File: config.mk
export PLATFORM = sky130hd
export DESIGN_NAME = t_ff_sync_counter
export DESIGN_NICKNAME = d
export VERILOG_FILES = /design/src/rtl/t_counter_pkg.sv /design/src/rtl/t_ff_cell.sv /design/src/rtl/t_ff_sync_counter.sv
export SDC_FILE = /design/constraint.sdc
export NUM_CORES = 1
export LEC_CHECK = 0
export CAP_MARGIN = 20
export CORE_MARGIN = 4
export CORE_UTILIZATION = 30
export CTS_CLUSTER_DIAMETER = 150
export DETAILED_ROUTE_END_ITERATION = 12
export PLACE_DENSITY = 0.54
export SYNTH_ARGS = -nofsm -noshare
export SYNTH_HDL_FRONTEND = slang
export SYNTH_SLANG_ARGS = --single-unit
File: constraint.sdc
create_clock -name clk -period 2.7 [get_ports clk]
set_clock_uncertainty 0.15 [all_clocks]
set_input_delay 0.27 -clock clk [delete_from_list [all_inputs] [get_ports clk]]
set_output_delay 0.27 -clock clk [all_outputs]
set_load 0.05 [all_outputs]
File: src/rtl/t_counter_pkg.sv
// Shared constants and TOP helper for the toggle-cell counter.
// Latency: n/a (declarations only).
// Backpressure: n/a.
package t_counter_pkg;

    localparam logic CNT_UP = 1'b1;
    localparam logic CNT_DN = 1'b0;

    localparam int T_CNT_WIDTH_DEF = 4;
    localparam int T_CNT_MOD_DEF   = 10;

    // Highest count reached before wrapping back to zero.
    function automatic int t_cnt_top(input int width, input int mod_value, input bit modulo_en);
        return modulo_en ? (mod_value - 1) : ((1 << width) - 1);
    endfunction

endpackage

File: src/rtl/t_ff_cell.sv
// Single toggle flip-flop with complementary outputs; resets to q=0, q_bar=1.
// Latency: 1 clock from t to inverted outputs.
// Backpressure: none; t is sampled every posedge.
module t_ff_cell (
    input  logic clk,
    input  logic rst,
    input  logic t,
    output logic q,
    output logic q_bar
);

    logic r_q;
    logic r_q_bar;

    always_ff @(posedge clk) begin
        if (rst) begin
            r_q     <= 1'b0;
            r_q_bar <= 1'b1;
        end else if (t) begin
            r_q     <= ~r_q;
            r_q_bar <= ~r_q_bar;
        end
    end

    assign q     = r_q;
    assign q_bar = r_q_bar;

endmodule

File: src/rtl/t_ff_sync_counter.sv
// Up/down counter with parallel load built from toggle cells; T_CNT_MODULO_EN selects modulo-MOD_VALUE wrap.
// Latency: 1 clock from rst/load/en to q/q_bar; tc is combinational.
// Backpressure: none; inputs sampled every posedge.
module t_ff_sync_counter
    import t_counter_pkg::*;
#(
    parameter int WIDTH     = T_CNT_WIDTH_DEF,
    parameter int MOD_VALUE = T_CNT_MOD_DEF
) (
    input  logic             clk,
    input  logic             rst,
    input  logic             en,
    input  logic             up_dn,
    input  logic             load,
    input  logic [WIDTH-1:0] d,
    output logic [WIDTH-1:0] q,
    output logic [WIDTH-1:0] q_bar,
    output logic             tc
);

`ifdef T_CNT_MODULO_EN
    localparam int TOP = t_cnt_top(WIDTH, MOD_VALUE, 1'b1);
`else
    localparam int TOP = t_cnt_top(WIDTH, MOD_VALUE, 1'b0);
`endif
    localparam logic [WIDTH-1:0] TOP_Q = TOP[WIDTH-1:0];

    logic [WIDTH-1:0] w_q;
    logic [WIDTH-1:0] w_q_bar;
    logic [WIDTH-1:0] w_t;

`ifdef T_CNT_MODULO_EN
    localparam logic [WIDTH:0] MOD_W = (WIDTH+1)'(MOD_VALUE);

    logic [WIDTH-1:0] w_next;

    // Out-of-range states (q >= MOD_VALUE) collapse to zero on the next enabled edge.
    always_comb begin
        w_next = w_q;
        if (load) begin
            w_next = ({1'b0, d} >= MOD_W) ? '0 : d;
        end else if (en) begin
            if (up_dn == CNT_UP) begin
                w_next = ({1'b0, w_q} >= (MOD_W - 1'b1)) ? '0 : (w_q + 1'b1);
            end else if ({1'b0, w_q} >= MOD_W) begin
                w_next = '0;
            end else begin
                w_next = (w_q == '0) ? TOP_Q : (w_q - 1'b1);
            end
        end
        w_t = w_q ^ w_next;
    end
`else
    logic w_up_run;
    logic w_dn_run;

    // Ripple of "all lower bits one" (up) or "all lower bits zero" (down) picks the toggling cells.
    always_comb begin
        w_t      = '0;
        w_up_run = 1'b1;
        w_dn_run = 1'b1;
        if (load) begin
            w_t = w_q ^ d;
        end else if (en) begin
            for (int i = 0; i < WIDTH; i++) begin
                w_t[i]   = (up_dn == CNT_UP) ? w_up_run : w_dn_run;
                w_up_run = w_up_run & w_q[i];
                w_dn_run = w_dn_run & w_q_bar[i];
            end
        end
    end
`endif

    for (genvar g = 0; g < WIDTH; g++) begin : g_cell
        t_ff_cell u_cell (
            .clk   (clk),
            .rst   (rst),
            .t     (w_t[g]),
            .q     (w_q[g]),
            .q_bar (w_q_bar[g])
        );
    end

    assign q     = w_q;
    assign q_bar = w_q_bar;
    assign tc    = en & ~load & ~rst & ((up_dn == CNT_UP) ? (w_q == TOP_Q) : (w_q == '0));

endmodule

; ---- Word level (Yosys, flattened, before mapping)
; Cells that the tools add are included.
[word_totals]
regBits = 8
input_bits = 9
output_inout_bits = 9
word_cells = 34
[op_classes]
eq_ne = 1
n_mux = 6
bitwise = 18
reduce_logical = 1
[op_table]
columns = op, count
row1 = inverter 1 bit, 10
row2 = 2-to-1 mux 4 bit, 2
row3 = bitwise AND 1 bit, 7
row4 = equality test 4 bit (second input constant), 1
row5 = zero test 4 bit, 1
row6 = 2-to-1 mux 1 bit, 4
row7 = bitwise XOR 4 bit, 1

; ---- Longest topological paths before layout
[depth]
word_depth = 5
mapped_depth = 5
mapped_depth_nobuf = 3

; ---- Cells and area by module
; From an unflattened synthesis, not the netlist that was laid out.
[unflattened]
hier_cells = 46
hier_area_um2 = 417.9
[modules_own_cells]
columns = module, instances, cells_per_inst, area_each_um2, seq_area_each_um2
row1 = t_ff_cell, 4, 6, 67.6, 40.0
row2 = t_ff_sync_counter, 1, 22, 147.6, 0.0

; ---- Least setup slack after synthesis
; No wires, ideal clock.
[synth_timing]
path_kind = flip-flop to output port
startpoint = register g_cell[0].u_cell.r_q
endpoint = output tc
t_arrival_ns = 1.435
required_time_ns = 2.280
slack_ns = 0.845
stages_incl_launch_ff = 4
path_buffers = 0
path_cell_list = dfxtp_1 -> or4_1 -> mux2i_1 -> and3_1
[synth_between]
elab_chain_len = 3
elab_cells_between_ends = 4
cone_classes = eq/ne: 1 / mux: 1 / bitwise: 1 / reduce/logical: 1
[synth_lines]
columns = element, line_no
row1 = "start, declared", t_ff_cell.sv:12  ; logic r_q;
row2 = "start signal, assigned", t_ff_cell.sv:20  ; r_q <= ~r_q;
row3 = equality test 4 bit / zero test 4 bit (equally long branches), t_ff_sync_counter.sv:86  ; assign tc = en & ~load & ~rst & ((up_dn == CNT_UP) ? (w_q == TOP_Q) : (w_q == '0));
row4 = 2-to-1 mux 1 bit *, t_ff_sync_counter.sv:86
row5 = bitwise AND 1 bit *, t_ff_sync_counter.sv:86
row6 = "end, declared", t_ff_sync_counter.sv:18  ; output logic tc
; Every way passes the cells marked *; elsewhere a longest branch is shown, timed or not.

; ---- Worst setup path after layout
[layout_timing]
startpoint = input en
endpoint = output tc
[layout_between]
elab_chain_len = 3
[layout_lines]
columns = element, line_no
row1 = "start, declared", t_ff_sync_counter.sv:12  ; input logic en,
row2 = bitwise AND 1 bit (3 in a row), t_ff_sync_counter.sv:86
; No other way between the ends.

==> metrics.csv <==
stage,metric,value,unit
status,outcome,"complete, no violations",
drt,routed wire length per instance,12.7,um
hold_path,Hold Path End,g_cell[1].u_cell.q_bar,
die,DIE AREA,0.00294,sq mm
synthesis,post-synthesis cell area,641,sq um
setup_path,reg2reg end,g_cell[3].u_cell.q_bar,
grt,vias in the first global route,530,
placement,GPL Wtd Cong,0.777,
die,Die Span X,54.2,um
clocking,"CTS clk-pin slew, worst paths",0.06,ns
synthesis,total number of yosys warnings,0,
drt,via count,575,
synthesis,syn_area_per_cell,8.54,sq um
die,Core Region,0.00200,sq mm
die,Vert. Die Dim,54.2,um
power,part of the power in registers,37.0,%
grt,total track usage,11.8,%
sta,"Slew Viols, Final",0,
synthesis,unique cell type count in the Yosys netlist,33,
clocking,CTS tree,built,
sta,Post-Route Setup TNS,0,ns
setup_path,Crit Path Class,input pin to output port,
die,Row Count,16,
synthesis,Syn Nets,84,
job,Max-cap violations,0,
setup_path,CP Buf/Inv Count,2,
hold_path,worst hold path class,flip-flop to flip-flop,
placement,Post-DP HPWL,1.07,mm
power,P_leak,0.330,nW
setup_path,R2R setup slack,1.14,ns
grt,initial antenna violation count,0,
power,Worst IR Drop VDD,231,uV
power,internal power,262,uW
power,PwrDens,520,mW/mm^2
setup_path,Worst Reg-to-Reg Cells,3,
grt,first-pass GRT wire length,2.41,mm
setup_path,Worst path max stage delay,0.67,ns
drt,DRT antenna net count,0,
drt,number of DRC markers in iteration 0,14,
sta,final setup fails,0,
final_layout,Finished Cell Area,813,sq um
clocking,post-CTS setup buffers,0,
setup_path,Worst setup EP type,output port,
sta,RSZ-0062 raised after global routing,no,
sta,Fin. Hold Viols,0,
setup_path,WP data arrival,1.67,ns
grt,aggregate global routing overflow,0,
final_layout,Final Net Count,96,
synthesis,synthesized flop and latch total,8,
grt,pin count of the biggest net entering global routing,13,
synthesis,Mapped Cells,75,
synthesis,asr flop ratio synth,0,%
clocking,clock buffer depth,2,
final_layout,share of cells above drive strength 1,9.41,%
clocking,CTS sink cnt,8,
power,Comb pwr share,40.7,%
drt,DR DRC count,0,
sta,slew margin rel.,66.4,%
final_layout,Fillers,225,
synthesis,"Seq/Total Area, Yosys",25.0,%
drt,drt first pass iters,4,
hold_path,Hold Crit Depth,2,
sta,setup ws final,0.612,ns
final_layout,sequential cell area,160,sq um
final_layout,# diodes,0,
die,initial core utilization,32.0,%
clocking,worst-skew pair later-pin latency,0.25,ns
synthesis,Synth Flop Type,dfxtp_1,
power,sw frac,38.1,%
clocking,Clock Root Buffer,clkbuf_4,
setup_path,Critical Path Start Type,input pin,
power,NetSw,161,uW
setup_path,Crit Path Max Fanout,9,
placement,Placed Area,791,sq um
clocking,CTS Buf Count,3,
die,io pins,18,
clocking,Post-CTS Hold Buffers,0,
setup_path,cell chain of the critical path,clkdlybuf4s50_1 -> nor2b_1 -> and3_1 -> buf_12,
setup_path,CP top delay family,buffers and inverters,
placement,PortBufs,17,
setup_path,Reg-to-Reg Start,g_cell[0].u_cell.q,
sta,Final Critical Period,2.09,ns
final_layout,P&R area growth vs syn,27.0,%
drt,final wirelength,1.43,mm
sta,Max Freq,0.479,GHz
clocking,CTS H-tree lvls,1,
setup_path,critical path required time,2.28,ns
clocking,cts repair resizes,0,
sta,fin crit share,77.3,%
setup_path,Slowest cell on crit path,clkdlybuf4s50_1,
sta,Slew @ Worst Pin,0.502,ns
drt,Via-to-Cell Ratio,5.13,
synthesis,Post-synth EDFFs,0,
placement,Setup WS pre-CTS,0.620,ns
final_layout,area of the multi-input gates,390,sq um
power,Clk pwr share,22.3,%
hold_path,HP Start,g_cell[1].u_cell.q_bar,
power by group through the flow:
stage                     logic (mW)  clock network (mW)  registers (mW)
after global placement         0.172                   0           0.159
after floorplan                0.141                   0           0.153
after detailed placement       0.173                   0           0.160
after global routing           0.185               0.107           0.162
after CTS                      0.173              0.0995           0.157
final                          0.172              0.0942           0.157
worst max path at each step:
stage / end / slack, ns / cells after the start / from
CTS: tc / 0.62 / 4 / en
global placement: tc / 0.63 / 5 / up_dn
global route: tc / 0.50 / 4 / en
finish: tc / 0.61 / 4 / en
floorplan: tc / 0.85 / 3 / g_cell[0].u_cell.q
detailed placement: tc / 0.62 / 4 / en
tightest hold or removal path, cell delays in order, from the launching register on:
cell and delay (ns):
dfxtp_1 0.34, nor2_1 0.11, mux2i_1 0.07
flip-flops by register name, indices dropped and copies added, names as in the netlist:
name,cells
g_cell.u_cell.q,4
g_cell.u_cell.q_bar,4
routing by layer:
metal  wire length, um  share of wire (%)  global-route usage, %
met1               707                 50                   14.7
met4                20                1.4                   8.71
met3                59                4.1                   2.45
met2               638                 45                   17.7
met5                 0                  0                      0
cells by family (layout without fill, tap and decap cells):
family,after synthesis,in the layout,share of synthesized area [%]
multiplexers,6,6,9.57
XOR/XNOR,5,5,8.99
AND/OR/NAND/NOR,29,29,29.1
flip-flops,8,8,25.0
buffers and inverters,15,25,14.1
AO/OA/AOI/OAI,12,12,13.3
synthesized netlist by cell type, types with 3 or more instances:
master   instances  area (sq um)
buf_4            8          60.1
dfxtp_1          8           160
mux2i_1          5          50.1
a21oi_1          4          20.0
and3_1           4          25.0
buf_2            3          15.0
inv_1            3          11.3
nor2_1           3          11.3
nor2b_1          3          18.8
nor3_1           3          15.0
xor2_1           3          26.3
stage by stage:
step / hold WS, ns / power [mW] / util, % / std cells
after global routing: 0.490 / 0.454 / 40.6 / 112
after floorplan: 0.267 / 0.294 / - / 75
after detailed placement: 0.412 / 0.332 / 39.5 / 109
final: 0.421 / 0.423 / 40.6 / 112
after CTS: 0.424 / 0.430 / 40.6 / 112
after global placement: 0.400 / 0.331 / 39.5 / 109
placed cells by master, fill, tap and decap left out, types with 3 or more instances in the layout:
cell	instances
nor2_1	3
mux2i_1	5
nor3_1	3
and3_1	4
clkbuf_4	3
inv_1	3
a21oi_1	4
dfxtp_1	8
clkdlybuf4s50_1	16
xor2_1	3
nor2b_1	3
final cells by class:
class | count | area share [%]
Clock buffer | 3 | 2.77
Tap cell | 27 | 4.15
Timing Repair Buffer | 19 | 24.0
Sequential cell | 8 | 19.7
Inverter | 3 | 1.38
Multi-Input combinational cell | 52 | 48.0
Power figures use the tool's default switching activity.
